## src/rtl/ifetch_queue_if.sv

```systemverilog
// ifetch_queue_if: instruction-memory, redirect and decode handshake bundle of the fetch unit
interface ifetch_queue_if;
    logic        imem_req;
    logic [31:0] imem_addr;
    logic        imem_gnt;
    logic        imem_rvalid;
    logic [31:0] imem_rdata;
    logic        redirect_valid;
    logic [31:0] redirect_pc;
    logic        if_valid;
    logic [31:0] if_instr;
    logic [31:0] if_pc;
    logic        id_ready;

    modport master (
        output imem_req, imem_addr, if_valid, if_instr, if_pc,
        input  imem_gnt, imem_rvalid, imem_rdata, redirect_valid, redirect_pc, id_ready
    );

    modport slave (
        input  imem_req, imem_addr, if_valid, if_instr, if_pc,
        output imem_gnt, imem_rvalid, imem_rdata, redirect_valid, redirect_pc, id_ready
    );
endinterface

```

## src/rtl/ifetch_queue.sv

```systemverilog
// ifetch_queue: instruction fetch with credit-limited issue, prefetch FIFO and redirect flush
module ifetch_queue #(
    parameter int          DEPTH    = 4,
    parameter logic [31:0] RESET_PC = 32'h0000_0000
) (
    input logic           clk,
    input logic           rst_n,
    ifetch_queue_if.master bus
);
    localparam int AW = $clog2(DEPTH);
    localparam int CW = AW + 1;
    localparam logic [CW-1:0] ONE = CW'(1);

    logic [31:0]   fetch_pc, resp_pc;
    logic [31:0]   instr_q [DEPTH];
    logic [31:0]   pc_q [DEPTH];
    logic [AW-1:0] rd_ptr, wr_ptr;
    logic [CW-1:0] count, o, drop;
    logic [CW:0]   credit;
    logic          issue, push, pop;

    // Issue is gated by reset so the request drops the instant reset asserts;
    // queued plus outstanding requests never exceed DEPTH, so a push always has room
    always_comb begin
        credit       = {1'b0, count} + {1'b0, o};
        bus.imem_req = rst_n && !bus.redirect_valid && (credit < (CW+1)'(DEPTH));
        bus.imem_addr = fetch_pc;
        issue        = bus.imem_req && bus.imem_gnt;
        push         = bus.imem_rvalid && !bus.redirect_valid && (drop == '0);
        bus.if_valid = (count != '0) && !bus.redirect_valid;
        pop          = bus.if_valid && bus.id_ready;
        bus.if_instr = bus.if_valid ? instr_q[rd_ptr] : 32'h0000_0013;
        bus.if_pc    = bus.if_valid ? pc_q[rd_ptr] : 32'h0;
    end

    // FIFO storage needs no reset: entries are only read while count says they are valid
    always_ff @(posedge clk) begin
        if (push) begin
            instr_q[wr_ptr] <= bus.imem_rdata;
            pc_q[wr_ptr]    <= resp_pc;
        end
    end

    // Fetch/response PCs, FIFO pointers and the in-flight bookkeeping; redirect overrides all
    always_ff @(posedge clk or negedge rst_n) begin
        if (!rst_n) begin
            fetch_pc <= RESET_PC & ~32'h3;
            resp_pc  <= RESET_PC & ~32'h3;
            rd_ptr   <= '0;
            wr_ptr   <= '0;
            count    <= '0;
            o        <= '0;
            drop     <= '0;
        end else if (bus.redirect_valid) begin
            fetch_pc <= bus.redirect_pc & ~32'h3;
            resp_pc  <= bus.redirect_pc & ~32'h3;
            rd_ptr   <= '0;
            wr_ptr   <= '0;
            count    <= '0;
            o        <= o - CW'(bus.imem_rvalid);
            drop     <= o - CW'(bus.imem_rvalid);
        end else begin
            fetch_pc <= issue ? fetch_pc + 32'd4 : fetch_pc;
            resp_pc  <= push ? resp_pc + 32'd4 : resp_pc;
            rd_ptr   <= rd_ptr + AW'(pop);
            wr_ptr   <= wr_ptr + AW'(push);
            count    <= count + CW'(push) - CW'(pop);
            o        <= o + CW'(issue) - CW'(bus.imem_rvalid);
            drop     <= (bus.imem_rvalid && drop != '0) ? drop - ONE : drop;
        end
    end

    // A push into a full FIFO would mean the credit accounting is broken
    assert property (@(posedge clk) disable iff (!rst_n) !(push && count == CW'(DEPTH)));
endmodule

```

## src/flat_wrapper.sv

```systemverilog
// flat-port wrapper written by rule: the top's interface ports become plain ports
module ifetch_queue_flat 
#(
    parameter int          DEPTH    = 4,
    parameter logic [31:0] RESET_PC = 32'h0000_0000
)
  (clk, rst_n, bus_imem_req, bus_imem_addr, bus_if_valid, bus_if_instr, bus_if_pc, bus_imem_gnt, bus_imem_rvalid, bus_imem_rdata, bus_redirect_valid, bus_redirect_pc, bus_id_ready);
  ifetch_queue_if bus_i ();
  input logic clk;
  input logic rst_n;
  output wire logic [$bits(bus_i.imem_req)-1:0] bus_imem_req;
  output wire logic [$bits(bus_i.imem_addr)-1:0] bus_imem_addr;
  output wire logic [$bits(bus_i.if_valid)-1:0] bus_if_valid;
  output wire logic [$bits(bus_i.if_instr)-1:0] bus_if_instr;
  output wire logic [$bits(bus_i.if_pc)-1:0] bus_if_pc;
  input wire logic [$bits(bus_i.imem_gnt)-1:0] bus_imem_gnt;
  input wire logic [$bits(bus_i.imem_rvalid)-1:0] bus_imem_rvalid;
  input wire logic [$bits(bus_i.imem_rdata)-1:0] bus_imem_rdata;
  input wire logic [$bits(bus_i.redirect_valid)-1:0] bus_redirect_valid;
  input wire logic [$bits(bus_i.redirect_pc)-1:0] bus_redirect_pc;
  input wire logic [$bits(bus_i.id_ready)-1:0] bus_id_ready;
  assign bus_imem_req = bus_i.imem_req;
  assign bus_imem_addr = bus_i.imem_addr;
  assign bus_if_valid = bus_i.if_valid;
  assign bus_if_instr = bus_i.if_instr;
  assign bus_if_pc = bus_i.if_pc;
  assign bus_i.imem_gnt = bus_imem_gnt;
  assign bus_i.imem_rvalid = bus_imem_rvalid;
  assign bus_i.imem_rdata = bus_imem_rdata;
  assign bus_i.redirect_valid = bus_redirect_valid;
  assign bus_i.redirect_pc = bus_redirect_pc;
  assign bus_i.id_ready = bus_id_ready;
  ifetch_queue #(.DEPTH(DEPTH), .RESET_PC(RESET_PC)) u_core (.clk(clk), .rst_n(rst_n), .bus(bus_i));
endmodule
```

## config.mk

```make
export PLATFORM = sky130hd
export DESIGN_NAME = ifetch_queue_flat
export DESIGN_NICKNAME = d
export VERILOG_FILES = /design/src/rtl/ifetch_queue_if.sv /design/src/rtl/ifetch_queue.sv /design/src/flat_wrapper.sv
export SDC_FILE = /design/constraint.sdc
export NUM_CORES = 1
export LEC_CHECK = 0
export ABC_AREA = 1
export CAP_MARGIN = 0
export CORE_UTILIZATION = 29
export CTS_CLUSTER_SIZE = 8
export DETAILED_ROUTE_END_ITERATION = 10
export PLACE_DENSITY_LB_ADDON = 0.12
export SLEW_MARGIN = 20
export SYNTH_ARGS = -nofsm -noshare
export SYNTH_HDL_FRONTEND = slang
export SYNTH_SLANG_ARGS = --single-unit
```

## constraint.sdc

```tcl
create_clock -name clk -period 6.8 [get_ports clk]
set_input_delay 1.36 -clock clk [delete_from_list [all_inputs] [get_ports clk]]
set_output_delay 1.36 -clock clk [all_outputs]
set_load 0.01 [all_outputs]
```

==> results.json, run 1 <==
{
  "wl_met2_mm": 18.9,
  "min_period_ns": 4.93,
  "max_freq_mhz": 203,
  "dp_hpwl_mm": 24.5,
  "crit_slowest_cell": "clkdlybuf4s50_1",
  "ir_drop_mv": 0.150,
  "post_cts_buffers": 0,
  "wl_mm": 41.4,
  "path_clk_slew_ns": 0.05,
  "grt_max_degree": 71,
  "final_nets": 1696,
  "syn_area_um2": 14600,
  "dr.pass1.iters": 6,
  "cp.required_ns": 5.44,
  "grt_first_pass_wirelength_mm": 62.7,
  "vias_per_cell": 4.63,
  "die_area_um2": 51100,
  "met1_length_mm": 19.6,
  "dp.cells": 2226,
  "detail-route-antenna-nets": 0,
  "io_pins": 168,
  "power_density_nw_per_um2": 312,
  "endpoint_kind": "primary output",
  "drive_above_1_share": 0.0646,
  "min_path_cells": 2,
  "ys_warn_count": 0,
  "die_y_um": 226,
  "ctsResizeCount": 0,
  "cts.sinks": 321,
  "clkLatencyLatePin_ns": 0.57,
  "synth_top_cell_by_area": "edfxtp_1",
  "start_util": 0.296,
  "finalCritPeriodShare": 0.725,
  "crit_path_max_fanout": 25,
  "slew_viol_final": 0,
  "synth_seq_cells": 321,
  "total_power_mw": 5.64,
  "fin_tns_setup_ns": 0,
  "top_layer_used": "met4",
  "grt_overflow_total": 0,
  "seq_area_frac_synth": 0.637,
  "antenna_cells": 0,
  "gr-usage-all-layers": 0.164,
  "synthFlopType": "edfxtp_1",
  "syn_to_final_growth_pct": 24.3,
  "maxCapViolations": 0,
  "r2r_setup_slack_ns": 3.92,
  "netlist.area_leader.share": 0.512,
  "synthCells": 1451,
  "core.rowCount": 81,
  "num_vias": 10601,
  "skew_ns": 0.0237,
  "hold_slack_ns": 0.573,
  "relSlewSlack": 0.298,
  "hold_class": "reg2reg",
  "r2r.worst_path.cells": 11,
  "synth_area_leaders": "edfxtp_1, dfrtp_1, nor2_1, nand2_1, o21ai_0",
  "synth_cell_types": 46,
  "tightestPinTransition_ns": 1.05,
  "instances_no_fill": 2290,
  "gp_congestion": 0.835,
  "cts_buffers": 46,
  "drc": 0,
  "rsz0062_at_grt": "false",
  "cp.arrival_ns": 3.57,
  "cts_buffer_depth": 3,
  "post-route-util": 0.367,
  "hold_violations": 0,
  "route.met3.wl_mm": 2.05,
  "setup-violations-final": 0,
  "wire_per_inst_um": 18.1,
  "cts.htree.levels": 2,
  "power_leakage_nw": 6.66,
  "die_x_um": 226,
  "crit_type": "in2out",
  "cts_tree": "yes",
  "synthArstFlopShare": 0.227,
  "grt_pass1_vias": 10372,
  "crit_chain": "buf_2, a21oi_2, inv_2, buf_4, a21oi_1, clkdlybuf4s50_1",
  "max_stage_delay_ns": 0.62,
  "start_kind": "input port",
  "cts_hold_buf": 0,
  "antenna_found_initial": 0,
  "avgSynthCellArea_um2": 10.0,
  "place.port_buffers": 161,
  "core_um2": 49300,
  "drtIter0Drc": 567,
  "clock-root-buffer": "clkbuf_16",
  "synth_edf_count": 248,
  "status": "completed"
}
==> area by class of cell <==
type,instances,area (um^2)
fill,5008,31200
sequential,321,9280
multi-input combinational,974,4650
timing repair buffer,176,1720
clock buffer,63,1260
tap,664,831
inverter,91,350
clock inverter,1,8.76
==> metal layers <==
| metal | track usage | vias to the layer above |
|---|---|---|
| met5 | 0 | - |
| met4 | 0.0442 | 0 |
| met3 | 0.0328 | 55 |
| met2 | 0.263 | 252 |
| met1 | 0.223 | 5056 |
| li1 | - | 5238 |
==> cell families after synthesis <==
kind of cell / count (synthesis) / share of synthesized area
AOI/OAI and AO/OA: 264 / 0.0981
xor gates and xnor gates: 20 / 0.0120
adders and majority gates: 16 / 0.0148
buffers and inverters: 159 / 0.0455
DFF: 321 / 0.637
other: 1 / 0.000258
and+or+nand+nor: 670 / 0.192
==> report_power, final <==
part | total, mW | switching, mW | internal (mW)
clock | 2.07 | 0.810 | 1.26
sequential | 2.47 | 0.198 | 2.28
combinational | 1.10 | 0.644 | 0.454
total | 5.64 | 1.65 | 3.99
==> final timing paths <==
path	start	end
min in group asynchronous	rst_n	u_core.bus.imem_addr[19]
worst min register to register	u_core.drop[1]	u_core.drop[1]
max in group asynchronous	rst_n	u_core.rd_ptr[0]
worst max register to register	u_core.count[1]	u_core.count[2]
worst min-delay path	u_core.drop[1]	u_core.drop[1]
worst max-delay path	bus_redirect_valid	bus_if_pc[7]
==> stage by stage <==
| step | instance area [um^2] | setup slack (ns) |
|---|---|---|
| after CTS | 18100 | 1.84 |
| final | 18100 | 1.87 |
| after global placement | 16800 | 1.84 |
| after detailed placement | 16800 | 1.84 |
| after global routing | 18100 | 1.67 |
| after floorplan | 14600 | 0.354 |
==> synth_stat cells, types with 2 or more instances <==
| cell | n |
|---|---|
| a21oi_1 | 69 |
| a31oi_1 | 5 |
| buf_2 | 18 |
| buf_4 | 6 |
| buf_6 | 2 |
| clkbuf_1 | 41 |
| dfrtp_1 | 73 |
| edfxtp_1 | 248 |
| fa_1 | 2 |
| ha_1 | 14 |
| inv_1 | 85 |
| inv_2 | 4 |
| nand2_1 | 225 |
| nand2_2 | 4 |
| nand2_4 | 2 |
| nand3_1 | 80 |
| nand4_1 | 9 |
| nor2_1 | 318 |
| nor2_2 | 5 |
| nor2_4 | 7 |
| nor3_1 | 11 |
| o211ai_1 | 19 |
| o21ai_0 | 152 |
| o21ai_1 | 2 |
| o21bai_1 | 8 |
| o221ai_1 | 3 |
| o311ai_1 | 2 |
| xnor2_1 | 4 |
| xor2_1 | 16 |
==> placed cells by master, fill, tap and decap left out, types with 5 or more instances in the layout <==
| cell type | Yosys | final |
|---|---|---|
| dfrtp_1 | 73 | 71 |
| nor3_1 | 11 | 7 |
| nand3_1 | 80 | 80 |
| xor2_1 | 16 | 16 |
| a31oi_1 | 5 | 5 |
| edfxtp_1 | 248 | 248 |
| o21ai_0 | 152 | 152 |
| clkdlybuf4s50_1 | 0 | 159 |
| nor2_2 | 5 | 5 |
| nor3_2 | 1 | 5 |
| a21oi_1 | 69 | 69 |
| buf_4 | 6 | 16 |
| clkbuf_16 | 0 | 47 |
| o211ai_1 | 19 | 19 |
| nand2_1 | 225 | 225 |
| nor2_1 | 318 | 318 |
| nand4_1 | 9 | 9 |
| clkbuf_1 | 41 | 14 |
| nor2_4 | 7 | 7 |
| inv_1 | 85 | 85 |
| o21bai_1 | 8 | 8 |
| ha_1 | 14 | 14 |
==> registers in the layout, indices dropped and copies added, names as in the netlist <==
name,cells
u_core.bus.imem_addr,30
u_core.count,3
u_core.drop,3
u_core.instr_q,128
u_core.o,3
u_core.pc_q,120
u_core.rd_ptr,2
u_core.resp_pc,30
u_core.wr_ptr,2
==> worst max-delay path, delay by kind of cell <==
family | cells | cell delay [ns]
compound gates | 2 | 0.70
buf+inv | 4 | 1.47
Power figures use the tool's default switching activity.
==> run 2, diff against run 1 <==
==> constraint.sdc (replaced) <==
create_clock -name clk -period 4.8 [get_ports clk]
set_input_delay 0.96 -clock clk [delete_from_list [all_inputs] [get_ports clk]]
set_output_delay 0.96 -clock clk [all_outputs]
set_load 0.01 [all_outputs]
==> run 2 against run 1 <==
Worst hold slack lost 0.29 ns. Non-clock buffer count up 2. Critical path type is now reg2out. Via count is 0.32% lower. Final area up 0.28%. Sequential power grew 41%.
==> results.json, run 2 (synthesis gave the netlist of run 1 again) <==
{
  "status": "completed",
  "skew_ns": 0.0284,
  "crit_path_max_fanout": 34,
  "antenna_found_initial": 1,
  "dp_hpwl_mm": 24.8,
  "post_cts_buffers": 0,
  "wl_mm": 41.1,
  "dr.pass1.iters": 4,
  "clkLatencyLatePin_ns": 0.57,
  "r2r-end": "u_core.o[2]",
  "gp_congestion": 0.813,
  "largest_register": "u_core.instr_q",
  "cts_hold_buf": 0,
  "finalCritPeriodShare": 0.907,
  "path_clk_slew_ns": 0.05,
  "cp.arrival_ns": 3.40,
  "layout_commonest_cell": "nor2_1",
  "drtIter0Drc": 485,
  "crit_type": "reg2out",
  "syn_to_final_growth_pct": 24.6,
  "worst_slack_ns": 0.445,
  "gr-usage-all-layers": 0.164,
  "met2_usage": 0.263,
  "r2r_setup_slack_ns": 2.09,
  "drive_above_1_share": 0.0653,
  "use_met3": 0.0316,
  "total_power_mw": 7.95,
  "hold_violations": 0,
  "hold_class": "in2async",
  "grt_busiest_layer": "met2",
  "cts.htree.levels": 2,
  "wire_per_inst_um": 18.0,
  "drc": 0,
  "cts_tree": "yes",
  "largest_reg_flops": 128,
  "antenna_cells": 0,
  "ctsResizeCount": 0,
  "biggestRegsByFlops": "u_core.instr_q: 128 flops, u_core.pc_q: 120 flops",
  "cts_buffer_depth": 3,
  "rsz0062_at_grt": "false",
  "grt_overflow_total": 0,
  "core_um2": 49300,
  "start_util": 0.296,
  "grt_max_degree": 63,
  "num_vias": 10567,
  "layout_common_cells": "nor2_1, edfxtp_1, nand2_1",
  "r2r-start": "u_core.count[1]",
  "cts.sinks": 321,
  "maxCapViolations": 0,
  "ir_drop_mv": 0.219,
  "grt_first_pass_wirelength_mm": 63.4,
  "cp.required_ns": 3.84,
  "core.rowCount": 81,
  "fillers": 4990,
  "power_leakage_nw": 6.67,
  "min_period_ns": 4.36,
  "start_kind": "flip-flop",
  "pre_cts_slack_ns": 0.933,
  "power_density_nw_per_um2": 438,
  "relSlewSlack": 0.482,
  "die_area_um2": 51100,
  "die_y_um": 226,
  "tightestPinTransition_ns": 0.777,
  "endpoint_kind": "primary output",
  "io_pins": 168,
  "setup-violations-final": 0,
  "clock-root-buffer": "clkbuf_16",
  "max_freq_mhz": 230,
  "place.port_buffers": 161,
  "slew_viol_final": 0,
  "detail-route-antenna-nets": 0,
  "die_x_um": 226,
  "r2r.worst_path.cells": 11,
  "final_nets": 1698,
  "vias_per_cell": 4.62,
  "cts_buffers": 46,
  "grt_use_met1": 0.227,
  "grt_pass1_vias": 10684
}
## run 2: worst max-delay path, cell delays in order, from the launching register on
cell,delay (ns)
dfrtp_2,0.62
clkinv_2,0.65
buf_4,0.52
nor2_1,0.15
o21ai_0,0.09
a21oi_1,0.22
clkdlybuf4s50_1,0.59
## run 2: worst max-delay path by stage
stage                                   from                    to  cells after the start
after CTS                   u_core.rd_ptr[1]      bus_if_instr[27]                      6
after global routing        u_core.rd_ptr[1]      bus_if_instr[27]                      6
after floorplan           bus_redirect_valid  u_core.instr_q[0][0]                      4
final                       u_core.rd_ptr[1]      bus_if_instr[27]                      6
after detailed placement    u_core.rd_ptr[1]      bus_if_instr[27]                      6
after global placement      u_core.rd_ptr[1]      bus_if_instr[27]                      6
## run 2: metrics by stage
stage	area [um^2]	hold WS [ns]	TNS, ns	cells	util
finish	18100	0.282	0	2288	0.368
global route	18100	0.270	0	2288	0.368
CTS	18100	0.259	0	2288	0.368
detailed placement	16900	0.571	0	2228	0.343
global placement	16900	0.565	0	2228	0.343
floorplan	14600	0.497	-309.10	1454	-
## run 2: cell type report
type	instances	area (um^2)	share of cell area
inverters	91	348	0.0192
repair buffers	178	1790	0.0989
clock buffers	57	1190	0.0657
clock inverters	3	47.5	0.00262
flip-flops and latches	321	9280	0.511
multi-input cells	974	4650	0.256
well taps	664	831	0.0458
## run 2: routing by layer
metal	wire (um)	vias to the layer above	part of all wire
li1	-	5245	-
met1	19700	5053	0.48
met2	18800	210	0.46
met3	1810	59	0.044
met4	751	0	0.018
met5	0	-	0
## run 2: power breakdown
| part | internal (mW) | leakage, nW | switching [mW] | total, mW |
|---|---|---|---|---|
| registers | 3.22 | 3.12 | 0.261 | 3.48 |
| clock network | 1.72 | 0.600 | 1.15 | 2.87 |
| logic | 0.656 | 2.95 | 0.938 | 1.59 |
